## src/rtl/mem_flash_pkg.sv

```systemverilog
// Shared constants for the QSPI flash responder: opcodes, FSM state codes
// and status-register bit positions.
package mem_flash_pkg;

    localparam logic [7:0] OP_WREN  = 8'h06;
    localparam logic [7:0] OP_WRDI  = 8'h04;
    localparam logic [7:0] OP_RDSR1 = 8'h05;
    localparam logic [7:0] OP_RDSR2 = 8'h35;
    localparam logic [7:0] OP_WRSR2 = 8'h31;
    localparam logic [7:0] OP_READ  = 8'h03;
    localparam logic [7:0] OP_QREAD = 8'h6B;
    localparam logic [7:0] OP_PP    = 8'h02;
    localparam logic [7:0] OP_QPP   = 8'h32;

    localparam logic [2:0] ST_IDLE   = 3'd0;
    localparam logic [2:0] ST_CMD    = 3'd1;
    localparam logic [2:0] ST_ADDR   = 3'd2;
    localparam logic [2:0] ST_DUMMY  = 3'd3;
    localparam logic [2:0] ST_RDATA  = 3'd4;
    localparam logic [2:0] ST_WDATA  = 3'd5;
    localparam logic [2:0] ST_STAT   = 3'd6;
    localparam logic [2:0] ST_IGNORE = 3'd7;

    localparam int SR1_BUSY_BIT = 0;
    localparam int SR1_WEL_BIT  = 1;
    localparam int SR2_QE_BIT   = 1;
    localparam int STATUS_WEL   = 0;
    localparam int STATUS_QE    = 1;

    // BUSY never sets: program completes within the write strobe.
    function automatic logic [7:0] status_byte(input logic [7:0] op,
                                               input logic qe,
                                               input logic wel);
        logic [7:0] sr;
        sr = 8'h00;
        if (op == OP_RDSR2)
            sr[SR2_QE_BIT] = qe;
        else
            sr[SR1_WEL_BIT] = wel;
        return sr;
    endfunction

endpackage

```

## src/rtl/mem_spi_sync_edge.sv

```systemverilog
// Two-flop synchronizer with registered rise/fall pulses; a pin change
// shows up as a one-clock pulse three clocks later.
module mem_spi_sync_edge #(
    parameter logic RESET_VAL = 1'b0
) (
    input  logic clk,
    input  logic rst,
    input  logic d,
    output logic rise,
    output logic fall
);

    logic meta;
    logic sync;
    logic prev;

    always_ff @(posedge clk or posedge rst) begin
        if (rst) begin
            meta <= RESET_VAL;
            sync <= RESET_VAL;
            prev <= RESET_VAL;
            rise <= 1'b0;
            fall <= 1'b0;
        end else begin
            meta <= d;
            sync <= meta;
            prev <= sync;
            rise <= sync & ~prev;
            fall <= ~sync & prev;
        end
    end

endmodule

```

## src/rtl/mem_spi_flash_responder.sv

```systemverilog
// QSPI flash device model: oversamples the SPI pins, decodes a W25Q-style
// command subset and serves reads / page programs from a byte-wide memory.
module mem_spi_flash_responder
    import mem_flash_pkg::*;
#(
    parameter int ADDR_W     = 24,
    parameter int DUMMY_QUAD = 8
) (
    input  logic              clk,
    input  logic              rst,
    input  logic              in_cs_n,
    input  logic              in_sclk,
    input  logic [3:0]        in_io,
    output logic [3:0]        out_io,
    output logic [3:0]        out_io_oe,
    output logic [ADDR_W-1:0] out_mem_addr,
    output logic              out_mem_re,
    input  logic [7:0]        in_mem_rdata,
    output logic              out_mem_we,
    output logic [7:0]        out_mem_wdata,
    output logic [1:0]        out_status
);

    localparam logic [7:0] DUMMY_LAST = 8'(DUMMY_QUAD - 1);

    logic cs_rise, cs_fall, sclk_rise, sclk_fall;
    logic [3:0] io_meta, io_sync;

    logic [2:0]  state;
    logic [7:0]  opcode;
    logic [7:0]  shift_in, shift_out, next_byte;
    logic [2:0]  in_cnt, out_cnt;
    logic [4:0]  addr_bits;
    logic [23:0] addr_sr;
    logic [7:0]  dummy_cnt;
    logic        quad, wel, qe, data_seen, re_pending;

    logic        in_quad, quad_out, byte_done;
    logic [7:0]  byte_in, src_byte;
    logic [23:0] addr_full;

    mem_spi_sync_edge #(.RESET_VAL(1'b1)) u_cs_sync (
        .clk(clk), .rst(rst), .d(in_cs_n), .rise(cs_rise), .fall(cs_fall)
    );

    mem_spi_sync_edge #(.RESET_VAL(1'b0)) u_sclk_sync (
        .clk(clk), .rst(rst), .d(in_sclk), .rise(sclk_rise), .fall(sclk_fall)
    );

    always_ff @(posedge clk or posedge rst) begin
        if (rst) begin
            io_meta <= 4'h0;
            io_sync <= 4'h0;
        end else begin
            io_meta <= in_io;
            io_sync <= io_meta;
        end
    end

    // Opcode and address are always single-bit; only data phases go quad.
    always_comb begin
        in_quad   = quad && (state == ST_WDATA);
        quad_out  = quad && (state == ST_RDATA);
        byte_in   = in_quad ? {shift_in[3:0], io_sync} : {shift_in[6:0], io_sync[0]};
        byte_done = in_quad ? (in_cnt == 3'd4) : (in_cnt == 3'd7);
        addr_full = {addr_sr[22:0], io_sync[0]};
        src_byte  = (state == ST_STAT) ? status_byte(opcode, qe, wel) : next_byte;
    end

    assign out_status = {qe, wel};

    always_ff @(posedge clk or posedge rst) begin
        if (rst) begin
            state         <= ST_IDLE;
            opcode        <= 8'h00;
            shift_in      <= 8'h00;
            shift_out     <= 8'h00;
            next_byte     <= 8'h00;
            in_cnt        <= 3'd0;
            out_cnt       <= 3'd0;
            addr_bits     <= 5'd0;
            addr_sr       <= 24'h0;
            dummy_cnt     <= 8'h00;
            quad          <= 1'b0;
            wel           <= 1'b0;
            qe            <= 1'b0;
            data_seen     <= 1'b0;
            re_pending    <= 1'b0;
            out_io        <= 4'h0;
            out_io_oe     <= 4'h0;
            out_mem_addr  <= '0;
            out_mem_re    <= 1'b0;
            out_mem_we    <= 1'b0;
            out_mem_wdata <= 8'h00;
        end else begin
            out_mem_re <= 1'b0;
            out_mem_we <= 1'b0;
            re_pending <= out_mem_re;
            if (re_pending)
                next_byte <= in_mem_rdata;
            // Page program wraps inside the 256-byte page.
            if (out_mem_we)
                out_mem_addr[7:0] <= out_mem_addr[7:0] + 8'd1;

            if (cs_rise) begin
                state     <= ST_IDLE;
                out_io_oe <= 4'h0;
                data_seen <= 1'b0;
                if (data_seen)
                    wel <= 1'b0;
            end else if (cs_fall) begin
                state     <= ST_CMD;
                in_cnt    <= 3'd0;
                out_cnt   <= 3'd0;
                addr_bits <= 5'd0;
                dummy_cnt <= 8'h00;
                shift_in  <= 8'h00;
                out_io_oe <= 4'h0;
            end else if (sclk_rise && state != ST_IDLE) begin
                shift_in <= byte_in;
                in_cnt   <= in_cnt + (in_quad ? 3'd4 : 3'd1);
                case (state)
                    ST_CMD: begin
                        if (byte_done) begin
                            opcode <= byte_in;
                            quad   <= 1'b0;
                            case (byte_in)
                                OP_WREN: begin
                                    wel   <= 1'b1;
                                    state <= ST_IGNORE;
                                end
                                OP_WRDI: begin
                                    wel   <= 1'b0;
                                    state <= ST_IGNORE;
                                end
                                OP_RDSR1, OP_RDSR2: state <= ST_STAT;
                                OP_WRSR2:           state <= ST_WDATA;
                                OP_READ, OP_PP:     state <= ST_ADDR;
                                OP_QREAD, OP_QPP: begin
                                    quad  <= qe;
                                    state <= qe ? ST_ADDR : ST_IGNORE;
                                end
                                default: state <= ST_IGNORE;
                            endcase
                        end
                    end
                    ST_ADDR: begin
                        addr_sr   <= addr_full;
                        addr_bits <= addr_bits + 5'd1;
                        if (addr_bits == 5'd23) begin
                            out_mem_addr <= addr_full[ADDR_W-1:0];
                            if (opcode == OP_READ || opcode == OP_QREAD) begin
                                out_mem_re <= 1'b1;
                                state      <= (opcode == OP_QREAD) ? ST_DUMMY : ST_RDATA;
                            end else begin
                                state <= ST_WDATA;
                            end
                        end
                    end
                    ST_DUMMY: begin
                        dummy_cnt <= dummy_cnt + 8'd1;
                        if (dummy_cnt == DUMMY_LAST)
                            state <= ST_RDATA;
                    end
                    ST_WDATA: begin
                        if (byte_done) begin
                            data_seen <= 1'b1;
                            if (opcode == OP_WRSR2) begin
                                if (wel)
                                    qe <= byte_in[1];
                                state <= ST_IGNORE;
                            end else if (wel) begin
                                out_mem_we    <= 1'b1;
                                out_mem_wdata <= byte_in;
                            end
                        end
                    end
                    default: ;
                endcase
            end else if (sclk_fall && (state == ST_RDATA || state == ST_STAT)) begin
                // The next byte is fetched during the current one's last bits.
                if (quad_out) begin
                    out_io_oe <= 4'hF;
                    if (out_cnt[0] == 1'b0) begin
                        out_io       <= src_byte[7:4];
                        shift_out    <= {src_byte[3:0], 4'h0};
                        out_mem_addr <= out_mem_addr + 1'b1;
                        out_mem_re   <= 1'b1;
                        out_cnt      <= 3'd1;
                    end else begin
                        out_io    <= shift_out[7:4];
                        shift_out <= {shift_out[3:0], 4'h0};
                        out_cnt   <= 3'd0;
                    end
                end else begin
                    out_io_oe <= 4'b0010;
                    if (out_cnt == 3'd0) begin
                        out_io    <= {2'b00, src_byte[7], 1'b0};
                        shift_out <= {src_byte[6:0], 1'b0};
                    end else begin
                        out_io    <= {2'b00, shift_out[7], 1'b0};
                        shift_out <= {shift_out[6:0], 1'b0};
                    end
                    if (state == ST_RDATA && out_cnt == 3'd6) begin
                        out_mem_addr <= out_mem_addr + 1'b1;
                        out_mem_re   <= 1'b1;
                    end
                    out_cnt <= out_cnt + 3'd1;
                end
            end
        end
    end

endmodule

```

## config.mk

```make
export PLATFORM = sky130hd
export DESIGN_NAME = mem_spi_flash_responder
export DESIGN_NICKNAME = d
export VERILOG_FILES = /design/src/rtl/mem_flash_pkg.sv /design/src/rtl/mem_spi_sync_edge.sv /design/src/rtl/mem_spi_flash_responder.sv
export SDC_FILE = /design/constraint.sdc
export NUM_CORES = 1
export LEC_CHECK = 0
export CORE_AREA = 2 2 123 125
export DETAILED_ROUTE_END_ITERATION = 8
export DIE_AREA = 0 0 125 127
export GPL_ROUTABILITY_DRIVEN = 0
export PLACE_DENSITY = 0.71
export SLEW_MARGIN = 30
export SYNTH_ARGS = -nofsm -noshare
export SYNTH_HDL_FRONTEND = slang
export SYNTH_SLANG_ARGS = --single-unit
```

## constraint.sdc

```tcl
create_clock -name clk -period 3.77 [get_ports clk]
set_input_delay 0.377 -clock clk [delete_from_list [all_inputs] [get_ports clk]]
set_output_delay 0.377 -clock clk [all_outputs]
set_load 0.01 [all_outputs]
```

==> run summary, run 1 <==
The run finished with clean final reports. The number of H-tree branching levels came out at 4. In the layout the commonest cells are nand2_1, dfrtp_1, o21ai_0, clkdlybuf4s50_1, nor2_1.

The vertical die dimension is ~130 um. The floorplan step defined a die boundary enclosing ~0.016 mm^2. Setup repair after global routing left no endpoint under its margin. The post-synth net total came out at about 780. The worst path meets setup with 878 ps of slack. The share of cells above drive strength 1 is 0.0819. The remaining design rule violation count came out at 0. The number of top-level design ports is 60. In the post-synthesis netlist, the biggest area contributors are dfrtp_1, nand2_1, o21ai_0. The register clock-pin slew on the reported worst setup and hold paths came out at roughly 60 ps. The area share of the largest cell type after synthesis is 0.486. The initial standard-cell utilization of the core is 0.482.

Once placement finished, the instance area stood at between 0.007 and 0.008 mm^2. Relative to the synthesized area, the layout overhead comes to 18.8%. The count of antenna diodes in the layout came out at 0.

The most frequent standard cell in the layout excluding fill and tap cells is nand2_1. The cell sitting at the root of the clock tree is a clkbuf_16. The global route total overflow is 0. The worst IR drop on VDD is about 0.00034 V. The floorplan has 44 rows.

The count of clock tree sinks came out at between 100 and 150. Detailed placement ended at an HPWL of 11300 um. Between clock sinks in the finished design, the worst skew comes to 9.71 ps. The number of cells upsized or downsized after cts came out at 0. Adding up every negative setup slack in the final design gives 0 ps. The global-route usage over all layers came out at 0.217. The netlist area before placement is approximately 0.007 mm^2. The synthesized design contains ~140 register bits. The number of design-rule violations left by the first detailed-router iteration came out at 616. The largest buffer count on any clock path came out at 2. Entering global routing, the biggest net connects 37 pins. The final cell utilization of the core is 0.572.

The type of origin of the critical path is a flip-flop. The TritonCTS clock tree is built. The worst hold path belongs to the class in -> async. The synthesized netlist cell count is roughly 750.

In the synthesized netlist the async set-or-reset flop fraction comes to 1.00. The setup slack after placement came out at ~900 ps. Counting flops with a built-in enable in the synthesized netlist gives 0. The minimum clock period after layout is a little under 3000 ps. The number of hold violations in the final report came out at 0. Summing internal, switching and leakage power gives approximately 0.0037 W. The number of endpoints failing setup at the final stage came out at 0. The clock buffer count from CTS came out at 17. In this run, post-CTS hold repair placed 0 buffers. Of all cell types, the one taking the most synthesized area is dfrtp_1. In the final design database the tool counted a little over 800 nets.

The width of the die is between 100 and 150 um. The worst setup path is captured at a flip-flop. The average via count per standard cell is between 5 and 6.

Among all flip-flop cells after synthesis, the most frequent one is dfrtp_1. Data on the critical path is required at its endpoint by 4080 ps. In the final routed layout, each cell accounts on average for between 15 and 20 um. The count of warnings emitted by yosys is 0. The finished cells cover about 0.0083 mm^2. The final max-slew violation count came to 0. The leakage power of the design came out at 3.56 nW.

The number of maximum-capacitance violations came out at 0. For this run, the register share of the synthesized area comes to 0.497. The detail route stage leaves a number of antenna-violating nets equal to 0. The number of antenna violations at the first check in global routing came to 0. The count of fill cells added during filler insertion came out at approximately 1.2k. The cell area power density is 444 mW/mm^2.

The count of buffers added by post-CTS timing repair for setup is 0. The data arrival time of the critical path came out at roughly 3200 ps. The via count is ~6k. The total wirelength of the detailed-routed design is about 17000 um. The fmax came out at approximately 350 MHz. The final critical-path share of the clock period is 0.767. The worst setup path category is reg -> reg. The worst slew slack as a fraction of its limit is 0.403. The number of library cell types mapped by synthesis came out at 67. The count of input and output buffers is about 60. The placeable core region came out at about 0.014 mm^2.

The pin slew with the least headroom to its limit is 895 ps. The global-route wire length before repair came out at 28000 um. The number of iterations in the first detailed-routing pass came out at 7. The clock latency at the later pin of the worst-skew pair is about 430 ps. A synthesized cell averages a little over 9 um^2. The via count of the first global-routing pass is ~5.6k. Of all nets on the critical path, the largest fanout is 20.
-- worst paths after layout --
| check | start | end | slack (ps) | cells past startpoint |
|---|---|---|---|---|
| min | rst | out_io[1]$_DFFE_PP0P_ | 320 | 2 |
| min reg2reg | u_sclk_sync.meta$_DFF_PP0_ | u_sclk_sync.sync$_DFF_PP0_ | 350 | 0 |
| max reg2reg | state[2]$_DFFE_PP0P_ | wel$_DFFE_PP0P_ | 880 | 5 |
| max | state[2]$_DFFE_PP0P_ | wel$_DFFE_PP0P_ | 880 | 5 |
| min in group clk | u_sclk_sync.meta$_DFF_PP0_ | u_sclk_sync.sync$_DFF_PP0_ | 350 | 0 |
| max in group asynchronous | rst | u_sclk_sync.prev$_DFF_PP0_ | 2460 | 4 |
-- kinds of logic (layout without fill, tap and decap cells) --
group / count (synthesis) / in the layout / share of synthesized area
AOI/OAI and AO/OA: 181 / 181 / 0.165
xor gates and xnor gates: 22 / 22 / 0.0277
adders and majority gates: 7 / 7 / 0.0126
buffers and inverters: 65 / 119 / 0.0403
DFF: 138 / 138 / 0.497
muxes: 22 / 22 / 0.0333
and+or+nand+nor: 317 / 317 / 0.223
-- registers in the layout, indices dropped and copies added (netlist names), 3 cells and up --
signal         count
out_mem_wdata      8
io_sync            4
addr_sr           23
out_mem_addr      24
out_cnt            3
state              3
out_io             4
io_meta            4
addr_bits          5
dummy_cnt          8
shift_out          7
opcode             8
next_byte          8
in_cnt             3
shift_in           7
-- synthesized netlist by cell type, drive strengths merged, types with 3 or more instances --
master / instances
o31a: 3
o21ai: 62
inv: 15
nand2: 147
dfrtp: 135
nand4: 15
mux2: 9
nor4bb: 3
clkbuf: 34
nor3: 20
a32oi: 4
a22oi: 12
and3: 12
o31ai: 14
nand4b: 4
nand2b: 3
nor3b: 5
and4b: 3
o22ai: 7
buf: 16
dfstp: 3
and2: 6
nor2b: 12
a221oi: 3
nand3: 25
xnor2: 7
nor2: 44
a21oi: 34
a31oi: 7
a211oi: 9
nor4: 4
ha: 7
o211ai: 5
mux2i: 13
a2bb2oi: 3
xor2: 15
-- power breakdown --
group	switching [W]	leakage (nW)	internal (W)
sequential	0.000119	1.87	0.00154
combinational	0.000214	1.40	0.000154
clock	0.000612	0.280	0.00103
total	0.000945	3.56	0.00272
-- routing by layer --
layer | global-route usage | vias to the layer above | share of wire
met5 | 0 | - | 0
met1 | 0.291 | 2861 | 0.45
li1 | - | 2767 | -
met4 | 0.0863 | 0 | 0.020
met2 | 0.343 | 193 | 0.48
met3 | 0.0503 | 29 | 0.048
-- through the flow --
step	hold WS (ps)	cells
after floorplan	331	752
after global placement	333	958
after detailed placement	335	959
after CTS	318	990
after global routing	345	990
final	320	990
-- critical path: stages, from the launching register on --
cell and delay (ps):
dfrtp_1 710, nand4b_4 350, or4b_4 620, nand2_1 90, nand4_1 500, o41ai_1 500
-- layout make-up --
class / count / area [um^2] / area share
multi-input combinational: 549 / 3220 / 0.390
tap: 184 / 230 / 0.0279
timing repair buffer: 73 / 721 / 0.0873
inverter: 15 / 60.1 / 0.00727
sequential: 138 / 3460 / 0.419
clock inverter: 10 / 128 / 0.0155
clock buffer: 21 / 440 / 0.0533
Note: power is estimated with default switching activity, not from simulation.
==> inputs of run 2 (changes only) <==
Clock period 3.77 ns to 2.53 ns, I/O delays scaled along.
==> run 2 against run 1 <==
Against the previous run:
- sequential share of layout area fell by 0.59 points
- non-clock buffer count grew 14
- global-route usage down 0.092 points
- cell area is 1.5% higher
- sequential cell count did not move
- fmax up 29%
- register-to-register slack worse by 580 ps
- largest cell class unchanged
- largest power group is now the clock network
- highest routed layer unchanged
==> run summary, run 2 (synthesis gave the netlist of run 1 again) <==
On the final layout, the worst clock skew is 6.53 ps. The register-to-register path setup slack is 290 ps. For this design the total switching power over the nets is roughly 0.0015 W. The critical path goes through and3_1, nand4_1, nor3_2, nand3_1, o31a_1, o22ai_1. STA classifies the critical path startpoint as a flip-flop. The via count of the first global-routing pass is between 5k and 6k. The global route total overflow is 0. The number of top-level design ports came out at 60. The total die area came out at between 0.015 and 0.02 mm^2.

TritonCTS built the clock tree. The maximum number of pins on one net before global-route repair is 95. The region available for standard cell placement spans around 0.014 mm^2.

The final max-slew violation count came out at 0. The final worst-path setup slack came out at 295 ps. The cell area power density is ~650 mW/mm^2.

Detailed placement finished with a half-perimeter wire length of roughly 11000 um. The initial standard-cell utilization of the core is 0.482. The first global-routing pass estimated ~28000 um of wire.

out_mem_addr holds more flip-flops than any other register. The number of design-rule violations left by the first detailed-router iteration came out at 519. The tool flagged a number of max-cap violations equal to 0. The remaining design rule violation count came out at 0. The number of iterations in the first detailed-routing pass came out at 6. The clock tree root driver cell is clkbuf_16. The path class of the lowest-slack min-delay path is in -> reg. The largest registers in the layout are out_mem_addr x24, addr_sr x23. For the worst setup path, the data required time is 2870 ps. Prior to clock tree synthesis, the placed netlist has a worst setup slack of ~220 ps.

The worst setup path is captured at a flip-flop. The remaining number of nets flagged by the antenna check after routing came out at 0. The number of hold violations in the final report came out at 0. By startpoint and endpoint, the worst setup path is classified as reg -> reg. The number of antenna violations at the first check in global routing is 0. The clock latency at the later pin of the worst-skew pair came out at ~420 ps. The die is roughly 130 um wide. The worst hold path begins at in_cs_n. The number of antenna diodes in the final layout is 0. The internal portion of the total power is roughly 0.0040 W. For this run, the top clock speed supported by timing is roughly 450 MHz. Across every metal layer, demand over resource in global routing totals 0.216. The data arrival time of the critical path came out at 2580 ps. The setup TNS after final layout is 0 ps.

The share of cells above drive strength 1 came out at 0.102. The share of total power dissipated in combinational logic is 0.110. The total wirelength of the detailed-routed design came out at roughly 17000 um. In this run the cell area measured after placement is about 0.0078 mm^2. The critical path starts at out_mem_addr[6]$_DFF_PP0_. Setup repair after global routing left no endpoint under its margin. The vertical die dimension is between 100 and 150 um.

At the pin with the least slew margin, the transition time is between 600 and 700 ps. The share of power burned in registers came out at 0.444. Subtracting the final worst setup slack from the clock period gives 2240 ps. The register clock-pin slew on the reported worst setup and hold paths came out at about 60 ps.

The worst register-to-register path ends at out_mem_addr[21]$_DFFE_PP0P_. The clock group share of total power came out at 0.446. The number of H-tree branching levels came out at 4.

In the final routed layout, each cell accounts on average for between 15 and 20 um. The switching part of the total came out at 0.266. The via count is around 6k. The count of clock tree sinks came out at 138. The final non-filler cell area is 0.00838 mm^2.

The most frequent standard cell in the layout excluding fill and tap cells is nand2_1. The net count reported at finish came out at 831. Hold timing on the final database bottoms out at a slack of about 240 ps. The worst setup path endpoint is out_mem_addr[21]$_DFFE_PP0P_. Compared with the post-synthesis result, the final layout area differs by 20.5%. The number of endpoints failing setup at the final stage came out at 0. The number of hold buffers added after CTS was 0. The final critical-path share of the clock period came out at 0.883. The delay of the slowest critical-path stage is ~520 ps. The average via count per standard cell is between 5 and 6. The row count is 44.

In this run, CTS created clock tree buffers numbering 17. Once layout is complete, the utilization of the core stands at 0.581. The count of buffers added by post-CTS timing repair for setup came out at 0. The count of input and output buffers came out at approximately 60. The number of cells upsized or downsized after cts came out at 0.

The largest buffer count on any clock path came out at 2. The register with the most flip-flops in the layout has 24 of them. The largest individual stage delay along the critical path comes from the cell dfrtp_1. The library cells used most frequently in the layout, excluding fill and tap cells, are nand2_1, dfrtp_1, o21ai_0, clkdlybuf4s50_1, nor2_1. The maximum fanout encountered on the critical timing path is 9. Measured against its own limit, the worst slew margin works out to 0.554. The flow ran to the end, and the final reports show no timing, DRC or antenna violations. The leakage power of the design came out at around 3.6 nW.

The worst IR drop on VDD came out at 0.000503 V. The launch point of the worst reg-to-reg path is out_mem_addr[6]$_DFF_PP0_. Measured in cells, the most critical reg-to-reg path has a length of 6.
-- run 2: worst min path at each step --
stage / end / cells after the start
floorplan: u_cs_sync.meta$_DFF_PP1_ / 0
global placement: io_sync[2]$_DFF_PP0_ / 0
detailed placement: io_sync[0]$_DFF_PP0_ / 0
CTS: u_cs_sync.meta$_DFF_PP1_ / 1
global route: u_cs_sync.meta$_DFF_PP1_ / 1
finish: u_cs_sync.meta$_DFF_PP1_ / 1
-- run 2: power groups by stage --
| stage | logic [W] | clock network [W] | registers, W |
|---|---|---|---|
| finish | 0.000604 | 0.00245 | 0.00243 |
| global route | 0.000683 | 0.00258 | 0.00245 |
| CTS | 0.000602 | 0.00249 | 0.00243 |
| detailed placement | 0.000598 | 0 | 0.00247 |
| global placement | 0.000582 | 0 | 0.00246 |
| floorplan | 0.000443 | 0 | 0.00240 |
-- run 2: metal layers --
layer / global-route usage / routed length [um] / part of all wire / vias to the layer above
li1: - / - / - / 2802
met1: 0.288 / 7490 / 0.45 / 2887
met2: 0.352 / 8120 / 0.49 / 179
met3: 0.0477 / 711 / 0.043 / 25
met4: 0.0725 / 232 / 0.014 / 0
met5: 0 / 0 / 0 / -
-- run 2: final cells by class --
| type | instances | area, um^2 |
|---|---|---|
| Clock buffer | 19 | 443 |
| Inverter | 15 | 60.1 |
| Clock inverter | 13 | 145 |
| Timing Repair Buffer | 87 | 826 |
| Multi-Input combinational cell | 549 | 3210 |
| Sequential cell | 138 | 3460 |
| Tap cell | 184 | 230 |
| Fill cell | 1230 | 6050 |
-- run 2: through the flow --
stage	power, W	std cells
6_report	0.00548	1005
5_1_grt	0.00571	1005
4_1_cts	0.00552	1005
3_5_place_dp	0.00306	973
3_3_place_gp	0.00304	973
2_1_floorplan	0.00284	752
-- run 2: worst max-delay path: cells and delay by family (launching register included) --
kind,cells,cell delay (ps)
AO/OA/AOI/OAI,2,430
flip-flops,1,520
AND/OR/NAND/NOR,4,1200
